$ cat config.mk
export PLATFORM = sky130hd
export DESIGN_NAME = fetch_unit
export DESIGN_NICKNAME = d
export VERILOG_FILES = /design/src/rtl/fetch_unit.sv
export SDC_FILE = /design/constraint.sdc
export NUM_CORES = 1
export LEC_CHECK = 0
export BUFFER_PORTS_ARGS = -buffer_cell sky130_fd_sc_hd__buf_2
export CAP_MARGIN = 20
export CORE_ASPECT_RATIO = 1.25
export CORE_MARGIN = 3
export CORE_UTILIZATION = 50
export DETAILED_ROUTE_END_ITERATION = 10
export GPL_ROUTABILITY_DRIVEN = 0
export PLACE_DENSITY = 0.74
export SETUP_SLACK_MARGIN = 0.05
export SLEW_MARGIN = 5
export SYNTH_ARGS = -nofsm -noshare
export SYNTH_HDL_FRONTEND = slang
export SYNTH_SLANG_ARGS = --single-unit
$ cat constraint.sdc
create_clock -name clk -period 1.9 [get_ports clk]
set_input_delay 0.475 -clock clk [delete_from_list [all_inputs] [get_ports clk]]
set_output_delay 0.475 -clock clk [all_outputs]
set_load 0.01 [all_outputs]
$ cat src/rtl/fetch_unit.sv
// rtl/fetch_unit.sv - instruction fetch stage: PC, arbiter request, registered output with skid
// Responses arrive one cycle after issue; the skid absorbs the one in flight when decode stalls.
module fetch_unit #(
   parameter logic [31:0] RESET_PC = 32'h0000_0000,
   parameter logic [31:0] PC_STEP  = 32'd4
) (
   input  logic        clk,
   input  logic        rst_n,
   input  logic        mem_access_req,
   input  logic        redirect_valid,
   input  logic [31:0] redirect_pc,
   input  logic        stall,
   input  logic [31:0] instruction_code,
   output logic [31:0] inst_addr,
   output logic        stall_pc,
   output logic        ignore_curr_inst,
   output logic        if_valid,
   output logic [31:0] if_pc,
   output logic [31:0] if_inst,
   output logic        redirect_misaligned
);

   localparam logic [31:0] NOP = 32'h0000_0013;

   typedef enum logic [1:0] {BOOT, RUN, SKID} state_t;

   state_t      state_q, state_d;
   logic [31:0] pc_q, pc_d;
   logic        resp_valid_q, resp_valid_d;
   logic [31:0] resp_pc_q, resp_pc_d;
   logic [31:0] skid_pc_q, skid_pc_d;
   logic [31:0] skid_inst_q, skid_inst_d;
   logic        if_valid_q, if_valid_d;
   logic [31:0] if_pc_q, if_pc_d;
   logic [31:0] if_inst_q, if_inst_d;
   logic        misaligned_q, misaligned_d;
   logic        issue;
   logic        out_free;

   always_ff @(posedge clk or negedge rst_n) begin
      if (!rst_n) begin
         state_q      <= BOOT;
         pc_q         <= RESET_PC;
         resp_valid_q <= 1'b0;
         resp_pc_q    <= 32'h0;
         skid_pc_q    <= 32'h0;
         skid_inst_q  <= NOP;
         if_valid_q   <= 1'b0;
         if_pc_q      <= 32'h0;
         if_inst_q    <= NOP;
         misaligned_q <= 1'b0;
      end else begin
         state_q      <= state_d;
         pc_q         <= pc_d;
         resp_valid_q <= resp_valid_d;
         resp_pc_q    <= resp_pc_d;
         skid_pc_q    <= skid_pc_d;
         skid_inst_q  <= skid_inst_d;
         if_valid_q   <= if_valid_d;
         if_pc_q      <= if_pc_d;
         if_inst_q    <= if_inst_d;
         misaligned_q <= misaligned_d;
      end
   end

   always_comb begin
      state_d      = state_q;
      pc_d         = pc_q;
      skid_pc_d    = skid_pc_q;
      skid_inst_d  = skid_inst_q;
      if_valid_d   = if_valid_q;
      if_pc_d      = if_pc_q;
      if_inst_d    = if_inst_q;
      misaligned_d = 1'b0;

      out_free     = !if_valid_q || !stall;
      issue        = (state_q == RUN) && !redirect_valid && !mem_access_req
                     && !(if_valid_q && stall);
      resp_valid_d = issue;
      resp_pc_d    = pc_q;

      if (issue) begin
         pc_d = pc_q + PC_STEP;
      end

      if (state_q == BOOT) begin
         state_d = RUN;
      end

      if (redirect_valid) begin
         pc_d         = {redirect_pc[31:2], 2'b00};
         resp_valid_d = 1'b0;
         if_valid_d   = 1'b0;
         state_d      = RUN;
         misaligned_d = |redirect_pc[1:0];
      end else if (out_free) begin
         // Skid content is older than the response in flight, so it drains first.
         if (state_q == SKID) begin
            if_valid_d = 1'b1;
            if_pc_d    = skid_pc_q;
            if_inst_d  = skid_inst_q;
            if (resp_valid_q) begin
               skid_pc_d   = resp_pc_q;
               skid_inst_d = instruction_code;
            end else begin
               state_d = RUN;
            end
         end else if (resp_valid_q) begin
            if_valid_d = 1'b1;
            if_pc_d    = resp_pc_q;
            if_inst_d  = instruction_code;
         end else begin
            if_valid_d = 1'b0;
         end
      end else if (resp_valid_q) begin
         skid_pc_d   = resp_pc_q;
         skid_inst_d = instruction_code;
         state_d     = SKID;
      end
   end

   assign inst_addr           = pc_q;
   assign stall_pc            = !issue;
   assign ignore_curr_inst    = !resp_valid_q || redirect_valid;
   assign if_valid            = if_valid_q;
   assign if_pc               = if_pc_q;
   assign if_inst             = if_inst_q;
   assign redirect_misaligned = misaligned_q;

endmodule

# Word-level counts from Yosys, hierarchy flattened
# Index checks and enable logic that the tools add are counted.
[totals]
out_inout_bits = 100
ff_bits = 197
word_cells = 59
inputBits = 69
[classes]
bitwise_logic = 1
n_eq_ne = 3
mux = 24
n_addsub = 1
n_reduce_logical = 20
[op_table]
columns = ["operator", "count"]
rows = [
  ["$mux W32", 12],
  ["$add A32 B3 Y32 const B", 1],
  ["$mux W2", 6],
  ["$logic_not A1 Y1", 7],
  ["$mux W1", 6],
  ["$reduce_bool A2 Y1", 3],
  ["$logic_and A1 B1 Y1", 4],
  ["$reduce_and A3 Y1", 1],
  ["$eq A2 B1 Y1 const B", 1],
  ["$eq A2 B2 Y1 const B", 1],
  ["$logic_not A2 Y1", 1],
  ["$logic_or A1 B1 Y1", 2],
  ["$ne A2 B1 Y1 const B", 1],
  ["$reduce_and A2 Y1", 1],
  ["$reduce_or A2 Y1", 1],
  ["$not A1 Y1", 1],
]

# Logic depth before layout (Yosys ltp)
# Gate-level depths: netlist of the first run.
[depth]
word_depth = 6
depth_mapped = 8
depth_no_buf = 6

# Worst setup path after synthesis of the first run
# No wires, ideal clock.
[synth_timing]
path_type = "input to register"
start = "input stall"
end = "register pc_q[30], in the netlist inst_addr[30]"
cell_stages = 8
n_path_buf = 2
arrival_time_ps = 1639
setup_ps = 129
required_time_ps = 1771
slack_ps = 132
path_cell_list = "a21oi_1 > and2_1 > buf_2 > inv_2 > clkbuf_1 > and3_1 > a21oi_1 > nand3_1"
[synth_via]
elab_chain_cells = 4
[synth_lines]
columns = ["item", "line", "rtl"]
rows = [
  ["from (decl)", "12", "input logic stall,"],
  ["$logic_and A1 B1 Y1", "78", "&& !(if_valid_q && stall);"],
  ["$logic_not A1 Y1", "78", ""],
  ["$logic_and A1 B1 Y1", "78", ""],
  ["$reduce_bool A2 Y1 (no source line)", "-", ""],
  ["to (signal assigned)", "54", "pc_q <= pc_d;"],
  ["to (decl)", "28", "logic [31:0] pc_q, pc_d;"],
]
# No other way between the ends.
# A chain may end at the register's enable or synchronous reset.

# Worst setup path after layout of the first run
[layout_timing]
start = "register if_valid_q, in the netlist if_valid"
end = "output stall_pc"
[layout_via]
elab_chain_cells = 4
[layout_lines]
columns = ["item", "line", "rtl"]
rows = [
  ["from (decl)", "33", "logic if_valid_q, if_valid_d;"],
  ["from (signal assigned)", "59", "if_valid_q <= if_valid_d;"],
  ["$logic_and A1 B1 Y1", "78", ""],
  ["$logic_not A1 Y1", "78", ""],
  ["$logic_and A1 B1 Y1", "78", ""],
  ["$logic_not A1 Y1", "123", "assign stall_pc = !issue;"],
  ["to (decl)", "15", "output logic stall_pc,"],
]
# No other way between the ends.

==> results of run 1 <==
[metrics by stage]
stage	std cells	hold slack, ns	power, mW
2_1_floorplan	668	0.179	5.74
3_3_place_gp	1045	0.419	6.50
3_5_place_dp	1045	0.433	6.60
4_1_cts	1082	0.0181	10.5
5_1_grt	1086	0.0308	10.9
6_report	1086	0.00681	10.5
[layer usage]
| layer | GRT usage | vias up | part of all wire |
|---|---|---|---|
| li1 | - | 2734 | - |
| met1 | 0.265 | 2841 | 0.41 |
| met2 | 0.363 | 202 | 0.51 |
| met3 | 0.0515 | 27 | 0.061 |
| met4 | 0.0716 | 0 | 0.017 |
| met5 | 0 | - | 0 |
[kinds of logic after synthesis]
kind of cell,Yosys count
adder cells (fa/ha/maj),1
buffers and inverters,46
flip-flops,189
AND/OR/NAND/NOR,175
other,1
multiplexers,126
XOR/XNOR,16
AO/OA/AOI/OAI,111
[repair_timing]
| action | CTS | global route |
|---|---|---|
| setup endpoints to repair | 1 | 71 |
| setup buffers | 5 | 2 |
| pin swaps | 2 | 2 |
| gates cloned | 0 | 2 |
| endpoints found under the hold margin | 0 | 0 |
| resized for setup | 6 | 5 |
| hold buffers | 0 | 0 |
[synthesized netlist by cell type, drive strengths merged, types with 2 or more instances]
cell    instances
dfrtp         183
nand2         100
o21ai          88
mux2i          64
mux2           62
buf            21
clkbuf         19
nand3          15
nor2           13
nand4          12
xnor2          11
and3            7
nor3            7
and4            6
dfstp           6
o211ai          6
a21oi           5
and2            5
inv             5
xor2            5
o311ai          4
nor4            3
or4             3
a221o           2
[final cells by class]
cell class,instances,area [um2],area share
Multi-Input combinational cell,433,3000,0.297
Sequential cell,189,4740,0.469
Clock buffer,17,425,0.0421
Inverter,6,27.5,0.00273
Timing Repair Buffer,218,1420,0.140
Tap cell,208,260,0.0258
Clock inverter,15,229,0.0227
[worst max-delay path: stages (launching register included)]
cell and delay, ns:
sky130_fd_sc_hd__dfrtp_1 0.43, sky130_fd_sc_hd__a21oi_2 0.20, sky130_fd_sc_hd__and2_4 0.20, sky130_fd_sc_hd__inv_6 0.03
sky130_fd_sc_hd__buf_6 0.11
[registers in the layout (all words and copies together) (netlist names)]
signal	flops
redirect_misaligned	1
resp_valid_q	1
if_inst	32
state_q	2
skid_inst_q	32
resp_pc_q	30
if_pc	30
skid_pc_q	30
if_valid	1
inst_addr	30
[power groups by stage]
stage	logic [mW]	registers, mW	clock network (mW)
after floorplan	0.580	5.16	0
after global placement	1.51	5.00	0
after detailed placement	1.56	5.04	0
after CTS	1.58	4.97	3.98
after global routing	1.71	5.05	4.16
final	1.55	4.97	3.93
[worst min path at each step]
stage,startpoint,to,slack [ns],cells past startpoint
after floorplan,rst_n,if_inst[10]$_DFFE_PN0P_,0.18,0
after global placement,inst_addr[9]$_DFFE_PN0P_,resp_pc_q[9]$_DFF_PN0_,0.42,0
after detailed placement,inst_addr[4]$_DFFE_PN0P_,resp_pc_q[4]$_DFF_PN0_,0.43,0
after CTS,rst_n,skid_inst_q[6]$_DFFE_PN0P_,0.02,1
after global routing,rst_n,if_inst[7]$_DFFE_PN0P_,0.03,1
final,rst_n,if_inst[9]$_DFFE_PN0P_,0.007,1
==> metrics.txt, run 1 <==
# TYPE chip_impl_metric gauge
chip_impl_metric{name="reg2reg_depth",unit=""} 6
chip_impl_metric{name="ys_seq_elements",unit=""} 189
chip_impl_metric{name="power_density",unit="nW/um2"} 1030
chip_impl_metric{name="post-place-ws",unit="ns"} 0.0323
chip_impl_metric{name="portBuffers",unit=""} 164
chip_impl_info{name="synth-main-ff-cell",value="sky130_fd_sc_hd__dfrtp_1"} 1
chip_impl_metric{name="synth_seq_area_share",unit=""} 0.600
chip_impl_metric{name="netSwitchingPower",unit="mW"} 2.74
chip_impl_metric{name="placed_cell_area",unit="um2"} 9300
chip_impl_metric{name="final_layout_size_suffix_gt1_frac",unit=""} 0.377
chip_impl_metric{name="grt.total_usage",unit=""} 0.212
chip_impl_metric{name="globalRouteOverflowTotal",unit=""} 0
chip_impl_metric{name="setup_viol",unit=""} 0
chip_impl_info{name="post_synth_main_area_contributors",value="sky130_fd_sc_hd__dfrtp_1 (58%), sky130_fd_sc_hd__mux2_2 (8.4%), sky130_fd_sc_hd__mux2i_1 (8.1%), sky130_fd_sc_hd__o21ai_0 (5.0%), sky130_fd_sc_hd__nand2_1 (4.7%)"} 1
chip_impl_metric{name="cts_sinks",unit=""} 189
chip_impl_metric{name="syn_to_final_growth",unit="%"} 28.0
chip_impl_metric{name="die_height",unit="um"} 146
chip_impl_metric{name="cell_internal_pwr",unit="mW"} 7.71
chip_impl_metric{name="synth_xor_area_frac",unit=""} 0.0178
chip_impl_metric{name="crit_arrival",unit="ns"} 1.40
chip_impl_metric{name="synth-warning-count",unit=""} 0
chip_impl_metric{name="synth_top_area_share",unit=""} 0.580
chip_impl_info{name="critical_path_class",value="register to output port"} 1
chip_impl_metric{name="vdd_ir_drop_max",unit="mV"} 0.611
chip_impl_info{name="tritoncts_clock_tree",value="built"} 1
chip_impl_metric{name="compound_cell_area_share_of_the_yosys_netlist",unit=""} 0.0777
chip_impl_metric{name="floorplan.die_area",unit="um2"} 17300
chip_impl_metric{name="clkPwrFrac",unit=""} 0.376
chip_impl_info{name="yosysTopAreaCell",value="sky130_fd_sc_hd__dfrtp_1"} 1
chip_impl_metric{name="vias_per_cell",unit=""} 5.34
chip_impl_info{name="worstReg2RegStart",value="inst_addr[14]$_DFFE_PN0P_"} 1
chip_impl_metric{name="drt-pass1-iter-count",unit=""} 6
chip_impl_metric{name="worst-path-max-fanout",unit=""} 4
chip_impl_metric{name="io_pins",unit=""} 169
chip_impl_metric{name="num_vias",unit=""} 5804
chip_impl_metric{name="maxCapViolations",unit=""} 0
chip_impl_info{name="most-common-layout-cells",value="sky130_fd_sc_hd__dfrtp_1 (181), sky130_fd_sc_hd__buf_2 (162), sky130_fd_sc_hd__nand2_1 (99)"} 1
chip_impl_info{name="clockRootBuffer",value="sky130_fd_sc_hd__clkbuf_16"} 1
chip_impl_metric{name="final.setup.tns",unit="ns"} 0
chip_impl_metric{name="count_of_cell_types_in_the_netlist",unit=""} 47
chip_impl_metric{name="fin_util",unit=""} 0.664
chip_impl_metric{name="static-leakage-power",unit="nW"} 4.70
chip_impl_metric{name="initial_utilization",unit=""} 0.519
chip_impl_metric{name="number_of_standard_cells_after_synthesis",unit=""} 665
chip_impl_info{name="rsz0062_at_grt",value="yes"} 1
chip_impl_metric{name="wire_length_per_cell_after_detailed_routing",unit="um"} 17.0
chip_impl_metric{name="finalWirelength",unit="um"} 18400
chip_impl_info{name="mostFrequentLayoutCell",value="sky130_fd_sc_hd__dfrtp_1"} 1
chip_impl_metric{name="drt.antenna.violating_nets",unit=""} 0
chip_impl_metric{name="clock_tree.htree_level_count",unit=""} 4
chip_impl_metric{name="synth-async-reset-ratio",unit=""} 1.00
chip_impl_metric{name="synth_enable_flop_cells",unit=""} 0
chip_impl_metric{name="fillCellCount",unit=""} 1138
chip_impl_metric{name="drc_errors",unit=""} 0
chip_impl_info{name="start_kind",value="register"} 1
chip_impl_metric{name="hold_viol",unit=""} 0
chip_impl_metric{name="core_area",unit="um2"} 15200
chip_impl_info{name="outcome",value="complete, no violations"} 1
chip_impl_metric{name="nets",unit=""} 935
chip_impl_metric{name="die_width",unit="um"} 118
chip_impl_metric{name="total_inserted_antenna_cells",unit=""} 0
chip_impl_metric{name="worst-endpoint-required",unit="ns"} 1.42
chip_impl_metric{name="hpwlAfterDp",unit="um"} 12800
chip_impl_metric{name="layout_setup_ws",unit="ns"} 0.0207
chip_impl_metric{name="grt_pass1_wl",unit="um"} 29700
chip_impl_info{name="worst_r2r_endpoint",value="inst_addr[23]$_DFFE_PN0P_"} 1
chip_impl_info{name="critPathCaptureType",value="output port"} 1
chip_impl_metric{name="buffer_depth_of_the_longest_clock_path",unit=""} 2
chip_impl_metric{name="worst_clock_skew",unit="ns"} 0.0117
chip_impl_info{name="timing.critical_path.from",value="if_valid$_DFFE_PN0P_"} 1
chip_impl_metric{name="post-route-min-period",unit="ns"} 1.88
chip_impl_info{name="worstSetupEndpoint",value="stall_pc"} 1
chip_impl_metric{name="timing.final.crit_share",unit=""} 0.989
chip_impl_metric{name="clkTransAtPathRegs",unit="ns"} 0.07
chip_impl_metric{name="number_of_antenna_violations_at_the_first_check_in_global_routing",unit=""} 0
chip_impl_metric{name="post_synth_fa_ha_maj_area_fraction",unit=""} 0.00159
chip_impl_metric{name="grt_max_degree",unit=""} 63
chip_impl_metric{name="power_frac_comb",unit=""} 0.148
chip_impl_info{name="hold_path.class",value="input port to asynchronous set/reset pin"} 1
chip_impl_metric{name="avgSynthCellArea",unit="um2"} 11.9
chip_impl_metric{name="muxShareOfSynthArea",unit=""} 0.170
chip_impl_metric{name="detail_route.iter0.violations",unit=""} 327
chip_impl_info{name="combinational_family_with_the_most_area_after_synthesis",value="multiplexers"} 1
chip_impl_metric{name="cts-buffers-inserted",unit=""} 17
chip_impl_metric{name="r2r_slack",unit="ns"} 0.09
chip_impl_metric{name="syn-cell-area",unit="um2"} 7890
chip_impl_metric{name="seq_power_share",unit=""} 0.475
chip_impl_metric{name="fmax",unit="MHz"} 532
chip_impl_metric{name="clk_latency",unit="ns"} 0.42
chip_impl_metric{name="timing_max_transition_violations_final",unit=""} 0
chip_impl_metric{name="design_area",unit="um2"} 10100
chip_impl_metric{name="power_switching_share",unit=""} 0.262
chip_impl_metric{name="post_synth_simple_gate_area",unit=""} 0.106
chip_impl_metric{name="grt_pass1_vias",unit=""} 5893
chip_impl_metric{name="floorplan.rows",unit=""} 50
Note: power is estimated with default switching activity, not from simulation.
==> inputs of run 2 (changes only) <==
--- a/config.mk
+++ b/config.mk
@@ -5,14 +5,14 @@
 export SDC_FILE = /design/constraint.sdc
 export NUM_CORES = 1
 export LEC_CHECK = 0
-export BUFFER_PORTS_ARGS = -buffer_cell sky130_fd_sc_hd__buf_2
+export BUFFER_PORTS_ARGS = -buffer_cell sky130_fd_sc_hd__buf_4
 export CAP_MARGIN = 20
-export CORE_ASPECT_RATIO = 1.25
+export CORE_ASPECT_RATIO = 1.75
 export CORE_MARGIN = 3
 export CORE_UTILIZATION = 50
 export DETAILED_ROUTE_END_ITERATION = 10
 export GPL_ROUTABILITY_DRIVEN = 0
-export PLACE_DENSITY = 0.74
+export PLACE_DENSITY = 0.76
 export SETUP_SLACK_MARGIN = 0.05
 export SLEW_MARGIN = 5
 export SYNTH_ARGS = -nofsm -noshare
==> metrics.txt, run 2 (synthesis gave the netlist of run 1 again) <==
# TYPE chip_impl_metric gauge
chip_impl_metric{name="die_height",unit="um"} 172
chip_impl_metric{name="final_layout_size_suffix_gt1_frac",unit=""} 0.385
chip_impl_metric{name="initial_utilization",unit=""} 0.513
chip_impl_metric{name="vdd_ir_drop_max",unit="mV"} 0.581
chip_impl_metric{name="worst-endpoint-required",unit="ns"} 1.42
chip_impl_metric{name="portBuffers",unit=""} 164
chip_impl_metric{name="grt_pass1_wl",unit="um"} 30200
chip_impl_metric{name="buffer_depth_of_the_longest_clock_path",unit=""} 2
chip_impl_metric{name="die_width",unit="um"} 101
chip_impl_metric{name="hpwlAfterDp",unit="um"} 13500
chip_impl_metric{name="fmax",unit="MHz"} 530
chip_impl_info{name="start_kind",value="register"} 1
chip_impl_metric{name="design_area",unit="um2"} 10400
chip_impl_info{name="critical_path_class",value="register to output port"} 1
chip_impl_metric{name="clkPwrFrac",unit=""} 0.329
chip_impl_metric{name="vias_per_cell",unit=""} 5.55
chip_impl_metric{name="clk_latency",unit="ns"} 0.42
chip_impl_info{name="tritoncts_clock_tree",value="built"} 1
chip_impl_metric{name="clkTransAtPathRegs",unit="ns"} 0.07
chip_impl_metric{name="power_switching_share",unit=""} 0.275
chip_impl_metric{name="timing_max_transition_violations_final",unit=""} 0
chip_impl_metric{name="cell_internal_pwr",unit="mW"} 7.30
chip_impl_metric{name="drc_errors",unit=""} 0
chip_impl_metric{name="worst_hold_slack",unit="ns"} 0.261
chip_impl_info{name="worstReg2RegStart",value="inst_addr[13]$_DFFE_PN0P_"} 1
chip_impl_metric{name="post-route-min-period",unit="ns"} 1.89
chip_impl_metric{name="detail_route.iter0.violations",unit=""} 261
chip_impl_metric{name="syn_to_final_growth",unit="%"} 31.4
chip_impl_info{name="clockRootBuffer",value="sky130_fd_sc_hd__clkbuf_16"} 1
chip_impl_metric{name="crit_arrival",unit="ns"} 1.41
chip_impl_info{name="min-delay-start",value="redirect_pc[18]"} 1
chip_impl_metric{name="total_inserted_antenna_cells",unit=""} 0
chip_impl_metric{name="drt-pass1-iter-count",unit=""} 5
chip_impl_metric{name="nets",unit=""} 941
chip_impl_metric{name="static-leakage-power",unit="nW"} 4.78
chip_impl_metric{name="floorplan.rows",unit=""} 60
chip_impl_metric{name="drt.antenna.violating_nets",unit=""} 0
chip_impl_metric{name="num_vias",unit=""} 5941
chip_impl_metric{name="worst_clock_skew",unit="ns"} 0.00894
chip_impl_metric{name="grt.total_usage",unit=""} 0.221
chip_impl_info{name="critPathCaptureType",value="output port"} 1
chip_impl_info{name="most-common-layout-cells",value="sky130_fd_sc_hd__buf_4 (213), sky130_fd_sc_hd__dfrtp_1 (180), sky130_fd_sc_hd__nand2_1 (99)"} 1
chip_impl_metric{name="placed_cell_area",unit="um2"} 9690
chip_impl_metric{name="core_area",unit="um2"} 15400
chip_impl_metric{name="wire_length_per_cell_after_detailed_routing",unit="um"} 17.7
chip_impl_metric{name="final.setup.tns",unit="ns"} 0
chip_impl_info{name="top_layer",value="met4"} 1
chip_impl_metric{name="netSwitchingPower",unit="mW"} 2.77
chip_impl_metric{name="maxCapViolations",unit=""} 0
chip_impl_metric{name="cts_sinks",unit=""} 189
chip_impl_metric{name="cts-buffers-inserted",unit=""} 17
chip_impl_info{name="rsz0062_at_grt",value="yes"} 1
chip_impl_metric{name="grt_max_degree",unit=""} 101
chip_impl_metric{name="power_density",unit="nW/um2"} 970
chip_impl_metric{name="power_frac_comb",unit=""} 0.176
chip_impl_metric{name="clock_tree.htree_level_count",unit=""} 4
chip_impl_info{name="hold_path.class",value="input port to register"} 1
chip_impl_metric{name="grt_pass1_vias",unit=""} 6230
chip_impl_metric{name="io_pins",unit=""} 169
chip_impl_metric{name="globalRouteOverflowTotal",unit=""} 0
chip_impl_metric{name="number_of_antenna_violations_at_the_first_check_in_global_routing",unit=""} 0
chip_impl_metric{name="floorplan.die_area",unit="um2"} 17400
chip_impl_metric{name="seq_power_share",unit=""} 0.495
chip_impl_metric{name="fillCellCount",unit=""} 1137
chip_impl_metric{name="dr_wl_met2",unit="um"} 9960
chip_impl_metric{name="worst-path-max-fanout",unit=""} 3
chip_impl_info{name="outcome",value="complete, no violations"} 1
chip_impl_metric{name="setup_viol",unit=""} 0
chip_impl_metric{name="wl_met3",unit="um"} 1020
chip_impl_metric{name="timing.final.crit_share",unit=""} 0.994
chip_impl_metric{name="finalWirelength",unit="um"} 18900
chip_impl_info{name="mostFrequentLayoutCell",value="sky130_fd_sc_hd__buf_4"} 1
chip_impl_metric{name="hold_viol",unit=""} 0
chip_impl_metric{name="finalPower",unit="mW"} 10.1
chip_impl_metric{name="route.layer.met1.wl",unit="um"} 7170
chip_impl_info{name="timing.critical_path.from",value="state_q[1]$_DFF_PN0_"} 1
## run 2: cell count changes in the layout (fill, tap and decap cells not counted), moves of 2 or more
cell,change
sky130_fd_sc_hd__buf_4,+173
sky130_fd_sc_hd__clkbuf_16,-2
sky130_fd_sc_hd__inv_6,-3
sky130_fd_sc_hd__clkinv_4,+3
sky130_fd_sc_hd__buf_12,-4
sky130_fd_sc_hd__buf_2,-162
sky130_fd_sc_hd__bufinv_16,-5
sky130_fd_sc_hd__nor4_1,-2
## run 2: path summary, 6_finish.rpt
path                            cells after the start                        end  slack [ns]
worst max-delay path                                4                   stall_pc        0.01
worst min-delay path                                3  inst_addr[18]$_DFFE_PN0P_        0.26
max in group asynchronous                           3     if_inst[0]$_DFFE_PN1P_        0.73
min in group asynchronous                           2      if_pc[10]$_DFFE_PN0P_        0.54
worst min register to register                      0    resp_pc_q[26]$_DFF_PN0_        0.48
worst max register to register                      5  inst_addr[25]$_DFFE_PN0P_        0.06
## run 2: power groups by stage
stage | clock, mW | combinational [mW] | sequential, mW
after floorplan | 0 | 0.580 | 5.16
after CTS | 3.39 | 1.79 | 4.98
final | 3.31 | 1.77 | 4.98
after global routing | 3.56 | 1.94 | 5.06
after global placement | 0 | 1.72 | 5.01
after detailed placement | 0 | 1.77 | 5.06
## run 2: critical path, cell delays in order, from the launching register on
cell and delay, ns:
sky130_fd_sc_hd__dfrtp_2 0.44, sky130_fd_sc_hd__nor3b_4 0.20, sky130_fd_sc_hd__and2_4 0.21, sky130_fd_sc_hd__inv_4 0.04, sky130_fd_sc_hd__buf_6 0.11
## run 2: repair_timing
| action | in CTS | in global routing |
|---|---|---|
| resized for setup | 7 | 12 |
| hold buffers | 1 | 0 |
| buffers inserted | 6 | 1 |
| endpoints found under the hold margin | 32 | 0 |
| endpoints found under the setup margin | 1 | 20 |
| gates cloned | 0 | 0 |
| pin swaps | 3 | 2 |
## run 2: per-layer routing
layer / track usage / vias to the layer above
met2: 0.393 / 250
li1: - / 2754
met3: 0.0396 / 54
met5: 0 / -
met4: 0.106 / 0
met1: 0.256 / 2883
## run 2: layout make-up
cell class | count | area (um2) | share of cell area
tap | 186 | 233 | 0.0224
clock inverter | 13 | 106 | 0.0103
inverter | 6 | 25.0 | 0.00241
multi-input combinational | 433 | 3040 | 0.293
clock buffer | 19 | 443 | 0.0427
timing repair buffer | 224 | 1790 | 0.172
sequential | 189 | 4740 | 0.457
## run 2: per-stage QoR
stage / cells / util / setup WS [ns]
after floorplan: 668 / - / 0.132
final: 1070 / 0.674 / 0.0123
after global routing: 1070 / 0.674 / -0.0343
after global placement: 1030 / 0.630 / 0.0263
after detailed placement: 1030 / 0.630 / -0.0247
after CTS: 1069 / 0.670 / 0.00296
==> inputs of run 3 (changes only) <==
--- a/config.mk
+++ b/config.mk
@@ -12,8 +12,9 @@
 export CORE_UTILIZATION = 50
 export DETAILED_ROUTE_END_ITERATION = 10
 export GPL_ROUTABILITY_DRIVEN = 0
+export GPL_TIMING_DRIVEN = 0
 export PLACE_DENSITY = 0.76
-export SETUP_SLACK_MARGIN = 0.05
+export SETUP_SLACK_MARGIN = 0.02
 export SLEW_MARGIN = 5
 export SYNTH_ARGS = -nofsm -noshare
 export SYNTH_HDL_FRONTEND = slang
==> metrics.txt, run 3 (synthesis gave the netlist of run 1 again) <==
# TYPE chip_impl_metric gauge
chip_impl_metric{name="die_height",unit="um"} 172
chip_impl_metric{name="detail_route.iter0.violations",unit=""} 295
chip_impl_metric{name="buffer_depth_of_the_longest_clock_path",unit=""} 2
chip_impl_metric{name="timing.slew.headroom",unit=""} 0.581
chip_impl_metric{name="wire_length_per_cell_after_detailed_routing",unit="um"} 19.0
chip_impl_metric{name="clkTransAtPathRegs",unit="ns"} 0.07
chip_impl_info{name="clockRootBuffer",value="sky130_fd_sc_hd__clkbuf_16"} 1
chip_impl_metric{name="num_vias",unit=""} 6054
chip_impl_metric{name="die_width",unit="um"} 101
chip_impl_metric{name="hold_viol",unit=""} 0
chip_impl_metric{name="drt-pass1-iter-count",unit=""} 5
chip_impl_metric{name="floorplan.die_area",unit="um2"} 17400
chip_impl_metric{name="maxCapViolations",unit=""} 0
chip_impl_info{name="tritoncts_clock_tree",value="built"} 1
chip_impl_info{name="critPathCaptureType",value="output port"} 1
chip_impl_info{name="rsz0062_at_grt",value="yes"} 1
chip_impl_info{name="start_kind",value="register"} 1
chip_impl_metric{name="static-leakage-power",unit="nW"} 4.66
chip_impl_metric{name="worst_clock_skew",unit="ns"} 0.0136
chip_impl_metric{name="vdd_ir_drop_max",unit="mV"} 0.616
chip_impl_metric{name="fmax",unit="MHz"} 501
chip_impl_metric{name="setup_viol",unit=""} 61
chip_impl_metric{name="total_inserted_antenna_cells",unit=""} 0
chip_impl_metric{name="grt_max_degree",unit=""} 127
chip_impl_info{name="most-common-layout-cells",value="sky130_fd_sc_hd__buf_4 (197), sky130_fd_sc_hd__dfrtp_1 (167), sky130_fd_sc_hd__nand2_1 (99)"} 1
chip_impl_info{name="mostFrequentLayoutCell",value="sky130_fd_sc_hd__buf_4"} 1
chip_impl_metric{name="fin_util",unit=""} 0.665
chip_impl_metric{name="clock_tree.htree_level_count",unit=""} 4
chip_impl_metric{name="nets",unit=""} 937
chip_impl_metric{name="worst-slew-pin-transition",unit="ns"} 0.629
chip_impl_info{name="critical_path_class",value="register to output port"} 1
chip_impl_metric{name="globalRouteOverflowTotal",unit=""} 0
chip_impl_metric{name="power_density",unit="nW/um2"} 985
chip_impl_metric{name="crit_arrival",unit="ns"} 1.52
chip_impl_metric{name="drc_errors",unit=""} 0
chip_impl_metric{name="grt_pass1_wl",unit="um"} 31700
chip_impl_metric{name="finalWirelength",unit="um"} 20300
chip_impl_metric{name="drt.antenna.violating_nets",unit=""} 0
chip_impl_metric{name="number_of_antenna_violations_at_the_first_check_in_global_routing",unit=""} 0
chip_impl_metric{name="portBuffers",unit=""} 164
chip_impl_metric{name="clk_latency",unit="ns"} 0.42
chip_impl_metric{name="timing_max_transition_violations_final",unit=""} 0
chip_impl_metric{name="initial_utilization",unit=""} 0.513
chip_impl_metric{name="final.setup.tns",unit="ns"} -3.47
chip_impl_metric{name="layout_setup_ws",unit="ns"} -0.0977
chip_impl_metric{name="vias_per_cell",unit=""} 5.68
chip_impl_metric{name="hpwlAfterDp",unit="um"} 14500
chip_impl_metric{name="final_layout_size_suffix_gt1_frac",unit=""} 0.385
chip_impl_metric{name="grt.total_usage",unit=""} 0.236
chip_impl_metric{name="cts-buffers-inserted",unit=""} 17
chip_impl_info{name="hold_path.class",value="input port to register"} 1
chip_impl_metric{name="worst-path-max-fanout",unit=""} 3
chip_impl_metric{name="post-route-min-period",unit="ns"} 2.00
chip_impl_metric{name="io_pins",unit=""} 169
chip_impl_metric{name="cts_sinks",unit=""} 189
chip_impl_info{name="violated_checks",value="negative setup slack"} 1
chip_impl_metric{name="timing.final.crit_share",unit=""} 1.05
chip_impl_metric{name="grt_pass1_vias",unit=""} 6428
chip_impl_info{name="outcome",value="complete, but fails checks"} 1
chip_impl_metric{name="core_area",unit="um2"} 15400
chip_impl_metric{name="worst-endpoint-required",unit="ns"} 1.42
chip_impl_metric{name="syn_to_final_growth",unit="%"} 29.6
chip_impl_metric{name="floorplan.rows",unit=""} 60
[run 3: cell count changes in the layout (fill, tap and decap cells not counted), moves of 7 or more]
cell | previous run | this run
sky130_fd_sc_hd__buf_4 | 213 | 197
sky130_fd_sc_hd__dfrtp_2 | 3 | 16
sky130_fd_sc_hd__clkbuf_1 | 1 | 13
sky130_fd_sc_hd__buf_12 | 7 | 0
sky130_fd_sc_hd__dfrtp_1 | 180 | 167
[run 3: area by class of cell]
class                           instances  area (um2)
Fill cell                            1188        5160
Sequential cell                       189        4760
Multi-Input combinational cell        433        3010
Timing Repair Buffer                  183        1410
Clock buffer                           22         444
Buffer                                 37         235
Tap cell                              186         233
Clock inverter                         10         109
Inverter                                6        28.8
[run 3: critical path, cell delays in order, from the launching register on]
cell,delay [ns]
sky130_fd_sc_hd__dfrtp_1,0.41
sky130_fd_sc_hd__nor3b_2,0.22
sky130_fd_sc_hd__and2_4,0.21
sky130_fd_sc_hd__inv_4,0.04
sky130_fd_sc_hd__buf_8,0.11
sky130_fd_sc_hd__buf_6,0.11
[run 3: power by group]
group	switching, mW	internal [mW]
Sequential	0.432	4.63
Clock	1.51	1.84
Combinational	0.785	0.880
Total	2.73	7.35
[run 3: repair_timing]
item / 4_1_cts / 5_1_grt
resized for setup: 37 / 37
pin swaps: 3 / 4
buffers inserted: 5 / 12
setup endpoints to repair: 147 / 100
hold buffers: 1 / 0
hold endpoints to repair: 5 / 0
[run 3: path summary, 6_finish.rpt]
check,depth (start not counted),slack [ns],start,endpoint
hold / removal,3,0.26,redirect_pc[10],inst_addr[10]$_DFFE_PN0P_
setup reg to reg,6,-0.08,state_q[1]$_DFF_PN0_,skid_inst_q[19]$_DFFE_PN0P_
hold reg to reg,0,0.47,inst_addr[20]$_DFFE_PN0P_,resp_pc_q[20]$_DFF_PN0_
setup / recovery,5,-0.1,state_q[1]$_DFF_PN0_,stall_pc
min in group asynchronous,2,0.59,rst_n,inst_addr[8]$_DFFE_PN0P_
max in group asynchronous,3,0.30,rst_n,inst_addr[18]$_DFFE_PN0P_
[run 3: through the flow]
stage	std cells	worst slack (ns)	total power [mW]	hold slack, ns	cell area, um2
6_report	1066	-0.0977	10.1	0.259	10200
5_1_grt	1066	-0.157	10.6	0.252	10200
4_1_cts	1057	-0.136	10.1	0.244	10100
3_5_place_dp	1019	-0.634	6.75	0.451	9400
3_3_place_gp	1018	-0.701	6.63	0.462	9370
2_1_floorplan	668	0.132	5.74	0.179	7900
[run 3: layer usage]
| metal | wire, um | share of wire | up-vias | track usage |
|---|---|---|---|---|
| li1 | - | - | 2742 | - |
| met1 | 7170 | 0.35 | 2991 | 0.254 |
| met2 | 11200 | 0.55 | 258 | 0.433 |
| met3 | 1080 | 0.053 | 63 | 0.0448 |
| met4 | 804 | 0.040 | 0 | 0.122 |
| met5 | 0 | 0 | - | 0 |
